### config.mk
export PLATFORM = sky130hd
export DESIGN_NAME = implication_queue
export DESIGN_NICKNAME = d
export VERILOG_FILES = /design/src/rtl/sat_pkg.sv /design/src/rtl/lit_fifo.sv /design/src/rtl/implication_queue.sv
export SDC_FILE = /design/constraint.sdc
export NUM_CORES = 1
export LEC_CHECK = 0
export BUFFER_PORTS_ARGS = -buffer_cell sky130_fd_sc_hd__buf_2
export CAP_MARGIN = 30
export CORE_MARGIN = 2
export CORE_UTILIZATION = 61
export CTS_CLUSTER_SIZE = 28
export DETAILED_ROUTE_END_ITERATION = 7
export GPL_TIMING_DRIVEN = 0
export MAX_ROUTING_LAYER = met4
export PLACE_DENSITY = 0.85
export SLEW_MARGIN = 30
export SYNTH_ARGS = -nofsm -noshare
export SYNTH_HDL_FRONTEND = slang
export SYNTH_SLANG_ARGS = --single-unit
### constraint.sdc
create_clock -name clk -period 2.98 [get_ports clk]
set_input_delay 0.596 -clock clk [delete_from_list [all_inputs] [get_ports clk]]
set_output_delay 0.596 -clock clk [all_outputs]
set_load 0.02 [all_outputs]
### src/rtl/sat_pkg.sv
// Shared literal helpers and state type for the SAT propagation blocks.
// Latency: none (types and pure functions only).
// Backpressure: not applicable.
package sat_pkg;

   localparam int LIT_WIDTH_DEF = 6;

   typedef enum logic {
      ACTIVE   = 1'b0,
      CONFLICT = 1'b1
   } iq_state_e;

   // Variable index of a literal of width w (sign bit stripped).
   function automatic logic [31:0] lit_var(input logic [31:0] lit, input int w);
      return lit & ((32'd1 << (w - 1)) - 32'd1);
   endfunction

   // Sign of a literal of width w; 1 means the variable is negated.
   function automatic logic lit_sign(input logic [31:0] lit, input int w);
      return lit[w - 1];
   endfunction

endpackage

### src/rtl/lit_fifo.sv
// Generic circular-buffer FIFO for literals, power-of-two depth.
// Latency: a pushed entry is visible at pop_dat the cycle after the push.
// Backpressure: caller must not push when full or pop when empty; clr empties it.
//
// Ports: clk, rst_n (async active-low), clr (sync empty), push/push_dat,
//        pop/pop_dat (head entry), full, empty, count (occupancy).
module lit_fifo #(
   parameter int W     = 6,
   parameter int DEPTH = 8
) (
   input  logic                       clk,
   input  logic                       rst_n,
   input  logic                       clr,
   input  logic                       push,
   input  logic [W-1:0]               push_dat,
   input  logic                       pop,
   output logic [W-1:0]               pop_dat,
   output logic                       full,
   output logic                       empty,
   output logic [$clog2(DEPTH+1)-1:0] count
);

   localparam int AW = $clog2(DEPTH);
   localparam int CW = $clog2(DEPTH + 1);

   logic [W-1:0]  mem [DEPTH];
   logic [AW-1:0] wr_ptr;
   logic [AW-1:0] rd_ptr;

   assign pop_dat = mem[rd_ptr];
   assign full    = (count == CW'(DEPTH));
   assign empty   = (count == '0);

   // Storage carries no reset; pointers and count define what is valid.
   always_ff @(posedge clk) begin
      if (push && !clr) mem[wr_ptr] <= push_dat;
   end

   // Pointers wrap naturally because DEPTH is a power of two.
   always_ff @(posedge clk or negedge rst_n) begin
      if (!rst_n) begin
         wr_ptr <= '0;
         rd_ptr <= '0;
         count  <= '0;
      end else if (clr) begin
         wr_ptr <= '0;
         rd_ptr <= '0;
         count  <= '0;
      end else begin
         if (push) wr_ptr <= wr_ptr + 1'b1;
         if (pop)  rd_ptr <= rd_ptr + 1'b1;
         count <= count + CW'(push) - CW'(pop);
      end
   end

endmodule

### src/rtl/implication_queue.sv
// Classifies forced literals against the assignment table; queues new ones.
// Latency: accepted literal reaches out_lit one cycle later; conflict flags next cycle.
// Backpressure: in_ready low when full (no ready-through) or in conflict; out valid/ready.
//
// Ports: clk, rst_n; in_valid/in_lit/in_ready from the unit detector;
//        out_valid/out_lit/out_ready to the trail; unassign_valid/unassign_var
//        for backtrack; flush (sync clear); conflict/conflict_lit; count.
// Optional: IMPLICATION_QUEUE_STATS_EN adds stat_enq/stat_dup saturating counters.
module implication_queue
   import sat_pkg::*;
#(
   parameter int LIT_WIDTH = LIT_WIDTH_DEF,
   parameter int DEPTH     = 8
) (
   input  logic                       clk,
   input  logic                       rst_n,
   input  logic                       in_valid,
   input  logic [LIT_WIDTH-1:0]       in_lit,
   output logic                       in_ready,
   output logic                       out_valid,
   output logic [LIT_WIDTH-1:0]       out_lit,
   input  logic                       out_ready,
   input  logic                       unassign_valid,
   input  logic [LIT_WIDTH-2:0]       unassign_var,
   input  logic                       flush,
   output logic                       conflict,
   output logic [LIT_WIDTH-1:0]       conflict_lit,
`ifdef IMPLICATION_QUEUE_STATS_EN
   output logic [15:0]                stat_enq,
   output logic [15:0]                stat_dup,
`endif
   output logic [$clog2(DEPTH+1)-1:0] count
);

   localparam int VW       = LIT_WIDTH - 1;
   localparam int NUM_VARS = 2**VW - 1;

   iq_state_e             state;
   logic [NUM_VARS:0]     assigned;
   logic [NUM_VARS:0]     value;
   logic [VW-1:0]         in_var;
   logic                  in_sign;
   logic                  accept;
   logic                  known;
   logic                  is_enq;
   logic                  is_dup;
   logic                  is_conf;
   logic                  full;
   logic                  empty;
   logic                  pop;
   logic [LIT_WIDTH-1:0]  head_lit;

   assign in_var  = VW'(lit_var(32'(in_lit), LIT_WIDTH));
   assign in_sign = lit_sign(32'(in_lit), LIT_WIDTH);

   assign in_ready  = (state == ACTIVE) && !full;
   assign out_valid = (state == ACTIVE) && !empty;
   // Masked so the head reads 0 when nothing is presented (incl. after reset).
   assign out_lit   = out_valid ? head_lit : '0;

   // Variable 0 falls through all three classes and is silently ignored.
   assign accept  = in_valid && in_ready && !flush;
   assign known   = accept && (in_var != '0) && assigned[in_var];
   assign is_enq  = accept && (in_var != '0) && !assigned[in_var];
   assign is_dup  = known && (value[in_var] == !in_sign);
   assign is_conf = known && (value[in_var] == in_sign);
   assign pop     = out_valid && out_ready && !flush;

   lit_fifo #(
      .W     (LIT_WIDTH),
      .DEPTH (DEPTH)
   ) u_fifo (
      .clk      (clk),
      .rst_n    (rst_n),
      .clr      (flush),
      .push     (is_enq),
      .push_dat (in_lit),
      .pop      (pop),
      .pop_dat  (head_lit),
      .full     (full),
      .empty    (empty),
      .count    (count)
   );

   // Set is written after the unassign so a same-variable set wins.
   always_ff @(posedge clk or negedge rst_n) begin
      if (!rst_n) begin
         assigned <= '0;
         value    <= '0;
      end else if (flush) begin
         assigned <= '0;
      end else begin
         if (unassign_valid) assigned[unassign_var] <= 1'b0;
         if (is_enq) begin
            assigned[in_var] <= 1'b1;
            value[in_var]    <= !in_sign;
         end
      end
   end

   always_ff @(posedge clk or negedge rst_n) begin
      if (!rst_n) begin
         state        <= ACTIVE;
         conflict     <= 1'b0;
         conflict_lit <= '0;
      end else if (flush) begin
         state        <= ACTIVE;
         conflict     <= 1'b0;
         conflict_lit <= '0;
      end else if (is_conf) begin
         state        <= CONFLICT;
         conflict     <= 1'b1;
         conflict_lit <= in_lit;
      end
   end

`ifdef IMPLICATION_QUEUE_STATS_EN
   always_ff @(posedge clk or negedge rst_n) begin
      if (!rst_n) begin
         stat_enq <= '0;
         stat_dup <= '0;
      end else if (flush) begin
         stat_enq <= '0;
         stat_dup <= '0;
      end else begin
         if (is_enq && (stat_enq != 16'hFFFF)) stat_enq <= stat_enq + 16'd1;
         if (is_dup && (stat_dup != 16'hFFFF)) stat_dup <= stat_dup + 16'd1;
      end
   end
`endif

endmodule

== Yosys cells after proc, flatten, opt, wreduce, memory -nomap -nowiden ==
Memories as Yosys holds them, arrays and structs flattened.
Cells that the tools add are included.
Word-level totals
  bits in registers: 81
  RAM bits: 48
  input port bits: 17
  output and inout port bits: 19
  word-level logic and storage cells: 72
  memories kept: 1
Cells by class
  $add $sub $neg: 4
  magnitude comparators: 4
  equality and inequality tests: 2
  multiplexer cells: 25
  bitwise logic cells: 5
  reductions and logical operators: 24
Memories
  u_fifo.mem: words 8, width 6, read ports 1, clocked after memory_dff 0, write ports 1, line lit_fifo.sv:26  | logic [W-1:0] mem [DEPTH];
Operators by type and width (number)
  $mux W32: 4
  $and A32 B32 Y32: 1
  $bwmux W32: 1
  $not A32 Y32: 1
  $or A32 B32 Y32: 1
  $mux W6: 3
  $logic_and A1 B1 Y1: 13
  $lt A5 B6 Y1 const B: 2
  $mux W3: 4
  $bmux W1 S5: 2
  $demux W1 S5: 2
  $ge A5 B1 Y1 const B: 2
  $mux W1: 8
  $add A3 B1 Y3 const B: 2
  $reduce_bool A2 Y1: 3
  $logic_not A1 Y1: 5
  $reduce_bool A5 Y1: 1
  $add A4 B1 Y4: 1
  $eq A4 B4 Y1 const B: 1
  $logic_not A4 Y1: 1
  $mux W4: 1
  $sub A4 B1 Y4: 1
  $not A1 Y1: 2
  $reduce_and A2 Y1: 1
  $eq A1 B1 Y1: 1

== Logic depth before layout (Yosys ltp) ==
Gate-level depths: netlist (run 1).
  depth after elaboration: 11
  mapped depth: 14
  depth with buffers taken out: 14

== By module ==
A second synthesis (run 1) with hierarchy kept.
Second synthesis, totals
  cell total of the unflattened synthesis: 547
  area total of the unflattened synthesis: 6636.4 µm²
Modules (own cells, without submodules)
  implication_queue: times used 1, cells an instance 412, area an instance 4169.0 µm², seq. area each 1776.7 µm²
  lit_fifo: times used 1, cells an instance 135, area an instance 2467.4 µm², seq. area each 1691.6 µm²

== Worst setup path after synthesis (run 1) ==
Ideal clock, no wire load.
  path type: input -> register
  start: input port in_lit[0]
  end: memory u_fifo.mem[2][0], enable pin
  setup time: 388 ps
  arrival time: 2808 ps
  data required time: 2592 ps
  setup slack: -216 ps
  stages: 8
  path buffers: 3
  cells stage by stage: buf_6 > mux4_2 > a22oi_1 > and4_1 > buf_2 > nand2_2 > clkbuf_1 > nor4b_1
On the way
  longest elaborated chain between the ends: 7
  elaborated cells on any way between the ends: 9
  classes of those cells: mux (4); reduce/logical (5)
RTL lines
  start, declared: line implication_queue.sv:18  | input logic [LIT_WIDTH-1:0] in_lit,
  $bmux W1 S5: line implication_queue.sv:64  | assign is_enq = accept && (in_var != '0) && !assigned[in_var];
  $mux W1 (implied by the code): line implication_queue.sv:64
  $logic_not A1 Y1: line implication_queue.sv:64
  $logic_and A1 B1 Y1 (*): line implication_queue.sv:64
  $logic_and A1 B1 Y1 (*): line lit_fifo.sv:36  | if (push && !clr) mem[wr_ptr] <= push_dat;
  $mux W1 (*): line lit_fifo.sv:36
  $mux W1 (implied by the code) (*): line lit_fifo.sv:36
  end, declared: line lit_fifo.sv:26
Every way passes the cells marked *; elsewhere a longest branch is shown, timed or not. The select of a mux whose other input is x is not followed.

== Final worst setup path (run 1) ==
  start: input port in_lit[1]
  end: memory u_fifo.mem[5][5], enable pin
The elaborated chain is that of the path after synthesis.

==> results.py, run 1 <==
metrics = {
    "floorplanning": {
        "die_y_um": 106,
        "chipWidth_um": 106,
        "coreArea_sq_mm": 0.0102,
        "start_util": 0.622,
        "io_pins": 36,
        "rows": 37,
        "die-area_sq_mm": 0.0112,
    },
    "sta": {
        "finalHoldViolCount": 0,
        "clock.fmax_mhz": 343,
        "timing.final.crit_share": 0.977,
        "fin_ws_ps": 68.1,
        "setup_viol": 0,
        "final_max_slew_viol_count": 0,
        "finalCriticalPeriod_ps": 2910,
        "fin_skew_ps": 11.1,
        "slew_headroom": 0.475,
        "worst_slew_pin_slew_ps": 786,
    },
    "clock_network": {
        "cts_root_buf": "clkbuf_8",
        "cts_tree": "yes",
        "path_clk_slew_ps": 60,
        "cts.sinks": 129,
        "htreeDepth": 4,
        "cts_buffer_depth": 2,
        "clk_latency_ps": 530,
        "cts_buffers": 17,
    },
    "power_and_ir_drop": {
        "leakage_nw": 3.27,
        "power_density_mw_per_mm2": 683,
        "seq_power_share": 0.409,
        "vdd_drop_max_v": 0.000440,
        "combPwrFrac": 0.223,
        "power.total_mw": 5.09,
        "p_int_mw": 3.49,
        "net-switching-power_mw": 1.61,
        "clkPwrFrac": 0.368,
        "switching_share": 0.316,
    },
    "setup_path": {
        "r2r_setup_slack_ps": 160,
        "slowest_delay_ps": 330,
        "path_max_fanout": 11,
        "critPathTopFamily": "buffers and inverters",
        "cp_cell_sequence": "buf_2 -> buf_4 -> mux4_2 -> a22oi_1 -> and4_1 -> buf_2 -> nand2_2 -> inv_2 -> buf_4 -> nand2_4 -> nor3b_4 -> buf_4",
        "endpoint_kind": "flop",
        "path_buf_inv": 6,
        "path_common_cell": "buf_4",
        "start_kind": "input pin",
        "critical_path_arrival_ps": 3160,
        "cp.required_ps": 3230,
        "critical_path_class": "input pin to flop",
        "cp_slowest_cell": "mux4_2",
    },
    "synth": {
        "synth_area_sq_mm": 0.00633,
        "synthXorXnorAreaFrac": 0.00830,
        "synth_top_family_by_area": "simple AND/OR/NAND/NOR gates",
        "synth_nets": 559,
        "yosysWarnings": 0,
        "yosys-top-cells-area": "dfrtp_1, edfxtp_1, mux4_2",
        "ys_types": 47,
        "netlist_instances": 533,
        "synth-simple-area-share": 0.168,
        "synthMuxAreaShare": 0.152,
        "synthFlopType": "dfrtp_1",
        "async_flop_share": 0.628,
        "synth_edf_count": 48,
        "synthAdderAreaFrac": 0.0190,
        "yosysSeqAreaShare": 0.548,
        "synth_seq_cells": 129,
        "yosysTopAreaCellShare": 0.320,
        "synth_area_per_cell_sq_um": 11.9,
        "synth-compound-area-share": 0.0626,
        "synth_top_area_cell": "dfrtp_1",
    },
    "placed_design": {
        "numPortBuffers": 35,
        "dpl.hpwl_um": 11200,
        "place_congestion": 0.986,
        "pre_cts_ws_ps": -873,
    },
    "global_route": {
        "grt_pass1_wl_um": 26100,
        "antenna_found_initial": 0,
        "grtUsageMet1": 0.411,
        "busiest_layer": "met2",
        "grt_usage": 0.323,
        "met2_usage": 0.502,
        "grt_start_max_net_pins": 62,
        "grt_pass1_vias": 4763,
        "overflow": 0,
        "grt_util_met3": 0.0637,
    },
    "cells_and_area": {
        "fin_nets": 621,
        "fin_util": 0.732,
        "multi_input_area_sq_mm": 0.00273,
        "final_layout_size_suffix_gt1_frac": 0.230,
        "syn_to_final_growth_pct": 17.7,
        "final-seq-area_sq_mm": 0.00347,
        "fillCellCount": 641,
        "num_antenna_cells": 0,
    },
    "detailed_routing": {
        "via_count": 4774,
        "vias_per_cell": 6.42,
        "drtIter0Drc": 549,
        "routed_wl_um": 16800,
        "wl_per_cell_um": 22.6,
        "antenna_left": 0,
        "dr.pass1.iters": 7,
        "drc": 0,
    },
    "hold_path": {
        "hold_class": "input pin to flop",
    },
    "status": {
        "outcome": "complete, no violations",
    },
    "flow_run": {
        "max_cap_viol_count": 0,
    },
}
-- area by class of cell --
class                      count  area share
inverter                      28      0.0141
timing repair buffer          43      0.0357
clock buffer                  18      0.0574
multi-input combinational    344       0.365
clock inverter                14      0.0143
sequential                   129       0.465
tap                          136      0.0228
buffer                        32      0.0250
-- state kept, by name, summed over array words and instances, names as in the netlist --
register / flops
u_fifo.rd_ptr: 3
value: 32
conflict_lit: 6
u_fifo.wr_ptr: 3
u_fifo.mem: 48
assigned: 32
u_fifo.count: 4
state: 1
-- power by group through the flow --
| stage | combinational (mW) | clock [mW] | sequential (mW) |
|---|---|---|---|
| 3_3_place_gp | 1.04 | 0 | 2.08 |
| 5_1_grt | 1.23 | 1.96 | 2.09 |
| 2_1_floorplan | 0.738 | 0 | 2.10 |
| 6_report | 1.14 | 1.88 | 2.08 |
| 4_1_cts | 1.11 | 1.86 | 2.07 |
| 3_5_place_dp | 1.08 | 0 | 2.10 |
-- layer usage --
| metal | up-vias | wire length, um |
|---|---|---|
| met5 | - | 0 |
| met4 | 0 | 689 |
| met3 | 69 | 1460 |
| met2 | 326 | 8350 |
| met1 | 2330 | 6310 |
| li1 | 2049 | - |
-- cells in the mapped netlist (all sizes together), types with 10 or more instances --
cell type and count:
nand3 21, inv 28, nand3b 20, clkbuf 15, mux4 22, nor3b 10
nor2 22, nor2b 25, dfrtp 81, edfxtp 48, o21ai 45, mux2i 38
buf 17, nand2 57
-- layout by cell type, fill, tap and decap left out, types with 6 or more instances in the layout --
cell	netlist	final
nor2b_1	25	25
o31ai_1	7	7
a21oi_1	8	8
edfxtp_1	48	48
mux2i_1	37	37
mux4_2	22	22
inv_1	27	27
buf_4	3	9
o21ai_0	39	39
nand3_1	20	20
clkbuf_16	0	16
o21ai_1	6	6
ha_1	8	8
dfrtp_1	81	81
nor2_1	22	20
nand4_1	8	8
clkbuf_1	15	13
nand2_1	56	55
nand3b_1	20	20
buf_2	6	38
-- worst register-to-register path: stages, from the launching register on --
cell	delay [ps]
dfrtp_1	380
mux4_2	480
a22oi_1	270
and4_1	220
buf_2	190
nand2_2	90
inv_2	100
buf_4	220
nand2_4	130
nor3b_4	270
buf_4	190
-- stage by stage --
stage          std cells  area [sq um]  TNS, ps  hold WS (ps)
4_1_cts              740          7340    -4860           354
6_report             744          7460        0           360
5_1_grt              744          7460    -27.1           355
2_1_floorplan        533          6370        0           300
3_3_place_gp         704          6710   -39040           445
3_5_place_dp         705          6750   -43190           452
-- cell families (layout without fill, tap and decap cells) --
logic type	after synthesis	after routing
muxes	65	65
AOI/OAI and AO/OA	71	71
DFF	129	129
and+or+nand+nor	193	193
xor gates and xnor gates	6	6
adders and majority gates	9	9
buffers and inverters	60	135
-- path summary, 6_finish.rpt --
kind / from / end / depth (start not counted)
max: in_lit[1] / u_fifo.mem[5][5] / 12
max reg2reg: assigned[19] / u_fifo.mem[5][5] / 10
min: out_ready / u_fifo.rd_ptr[1] / 3
min in group asynchronous: rst_n / value[19] / 2
min reg2reg: assigned[2] / assigned[2] / 2
max in group asynchronous: rst_n / u_fifo.count[0] / 3
-- repair_timing --
| action | in CTS | in global routing |
|---|---|---|
| endpoints found under the setup margin | 57 | 69 |
| buffers inserted | 2 | 4 |
| pin swaps | 2 | 4 |
| resized for setup | 11 | 22 |
| hold endpoints to repair | 20 | 0 |
| hold buffers | 1 | 0 |
(Power assumes the default switching activity.)
==> inputs of run 2 (changes only) <==
CORE_UTILIZATION = 64   (was 61)
PLACE_DENSITY = 0.88   (was 0.85)
SKIP_LAST_GASP = 1   (was unset)
clock period = 3.35 ns   (was 2.98 ns; I/O delays follow)
==> run 2 against run 1 <==
  * The flow now finishes with violations (negative setup slack)
  * Worst hold slack worse by 240 ps
  * Final area down 1.2%
  * Die area down 4.5%
  * Sequential share of layout area up 0.54 points
  * Largest power group unchanged
  * Highest routed layer unchanged
==> results.py, run 2 (same netlist as run 1, synthesis figures left out) <==
metrics = {
    "status": {
        "outcome": "finished, violations left",
        "violations": "negative setup slack",
    },
    "cells_and_area": {
        "largest_registers": "u_fifo.mem x48, assigned x32, value x32",
        "stdcell_count": 736,
        "num_antenna_cells": 0,
        "syn_to_final_growth_pct": 16.4,
        "fin_nets": 616,
        "layout_common_cells": "dfrtp_1, nand2_1, edfxtp_1",
        "final_layout_size_suffix_gt1_frac": 0.212,
        "largest_register_ffs": 48,
        "mostFrequentLayoutCell": "dfrtp_1",
        "max_flop_register": "u_fifo.mem",
    },
    "clock_network": {
        "cts_tree": "yes",
        "cts_root_buf": "clkbuf_8",
        "path_clk_slew_ps": 60,
        "clk_latency_ps": 540,
        "htreeDepth": 4,
        "cts_buffer_depth": 2,
        "cts.sinks": 129,
        "cts_buffers": 17,
    },
    "power_and_ir_drop": {
        "clkPwrFrac": 0.386,
        "combPwrFrac": 0.217,
        "leakage_nw": 3.24,
        "vdd_drop_max_v": 0.000353,
        "net-switching-power_mw": 1.44,
        "switching_share": 0.308,
        "power.total_mw": 4.66,
        "p_int_mw": 3.22,
        "power_density_mw_per_mm2": 632,
        "seq_power_share": 0.396,
    },
    "sta": {
        "final_max_slew_viol_count": 0,
        "slew_headroom": 0.393,
        "clock.fmax_mhz": 281,
        "rsz0062_at_grt": "true",
        "fin_skew_ps": 11.2,
        "worst_slew_pin_slew_ps": 903,
        "finalCriticalPeriod_ps": 3560,
        "timing.final.crit_share": 1.06,
        "finalHoldViolCount": 0,
        "setup_viol": 18,
        "fin_ws_ps": -212,
        "holdWs_ps": 120,
    },
    "floorplanning": {
        "io_pins": 36,
        "die-area_sq_mm": 0.0107,
        "rows": 36,
        "coreArea_sq_mm": 0.00968,
        "die_y_um": 103,
        "chipWidth_um": 103,
        "start_util": 0.654,
    },
    "placed_design": {
        "dpl.hpwl_um": 10900,
        "place_congestion": 0.976,
        "place_inst": 702,
        "numPortBuffers": 35,
    },
    "global_route": {
        "grtUsageMet1": 0.397,
        "grt_usage": 0.340,
        "busiest_layer": "met2",
        "grt_pass1_vias": 4840,
        "overflow": 0,
        "antenna_found_initial": 0,
        "grt_util_met3": 0.0981,
        "grt_start_max_net_pins": 42,
        "grt_pass1_wl_um": 25400,
        "met2_usage": 0.539,
    },
    "setup_path": {
        "critical_path_class": "input pin to flop",
        "worst_r2r_path_depth": 9,
        "cp.required_ps": 3520,
        "start_kind": "input pin",
        "endpoint_kind": "flop",
        "path_max_fanout": 10,
        "critical_path_arrival_ps": 3730,
    },
    "hold_path": {
        "hold_class": "input pin to async pin",
    },
    "detailed_routing": {
        "drtIter0Drc": 577,
        "antenna_left": 0,
        "dr.pass1.iters": 6,
        "wl_per_cell_um": 23.2,
        "drc": 0,
        "via_count": 4859,
        "routed_wl_um": 17000,
        "vias_per_cell": 6.60,
    },
    "flow_run": {
        "max_cap_viol_count": 0,
    },
}
run 2: what timing repair did:
| item | 4_1_cts | 5_1_grt |
|---|---|---|
| buffers inserted | 0 | 2 |
| setup endpoints to repair | 36 | 44 |
| gates resized for setup | 3 | 6 |
| hold buffers | 0 | 0 |
| pin swaps | 0 | 2 |
run 2: final cells by class:
| cell class | instances | area, sq um |
|---|---|---|
| Multi-Input combinational cell | 344 | 2660 |
| Timing Repair Buffer | 38 | 225 |
| Fill cell | 582 | 2310 |
| Sequential cell | 129 | 3470 |
| Clock inverter | 15 | 159 |
| Buffer | 32 | 169 |
| Clock buffer | 17 | 414 |
| Tap cell | 133 | 166 |
| Inverter | 28 | 105 |
run 2: stage by stage:
| step | area (sq um) | utilization | setup WS [ps] | TNS (ps) |
|---|---|---|---|---|
| 6_report | 7370 | 0.761 | -212 | -2970 |
| 4_1_cts | 7300 | 0.754 | -240 | -3820 |
| 3_3_place_gp | 6670 | 0.689 | -841 | -27580 |
| 5_1_grt | 7370 | 0.761 | -312 | -5100 |
| 2_1_floorplan | 6330 | - | 80.0 | 0 |
| 3_5_place_dp | 6720 | 0.693 | -667 | -24270 |
run 2: per-layer routing:
layer / vias to the layer above / share of wire
met1: 2390 / 0.38
met5: - / 0
li1: 2043 / -
met3: 91 / 0.088
met2: 335 / 0.49
met4: 0 / 0.042
run 2: worst max-delay path, stage by stage:
cell and delay, ps:
buf_2 190, buf_6 230, mux4_2 530, a22oi_1 350
and4_1 260, buf_2 220, nand2_2 90, inv_2 90
buf_4 210, nand2_1 230, nor3b_2 640
run 2: power by group through the flow:
stage	Sequential (mW)	Combinational, mW	Clock (mW)
global placement	1.86	0.911	0
finish	1.85	1.01	1.80
detailed placement	1.87	0.971	0
global route	1.86	1.12	1.89
floorplan	1.86	0.654	0
CTS	1.84	0.991	1.80
run 2: final timing paths:
| path | slack [ps] | from | end |
|---|---|---|---|
| max reg2reg | 0 | assigned[30] | u_fifo.mem[5][3] |
| max | -210 | in_lit[0] | u_fifo.mem[5][3] |
| min reg2reg | 460 | value[0] | value[0] |
| min | 120 | rst_n | u_fifo.count[3] |
| min in group clk | 440 | in_lit[5] | u_fifo.mem[4][5] |
| max in group asynchronous | 2630 | rst_n | value[0] |
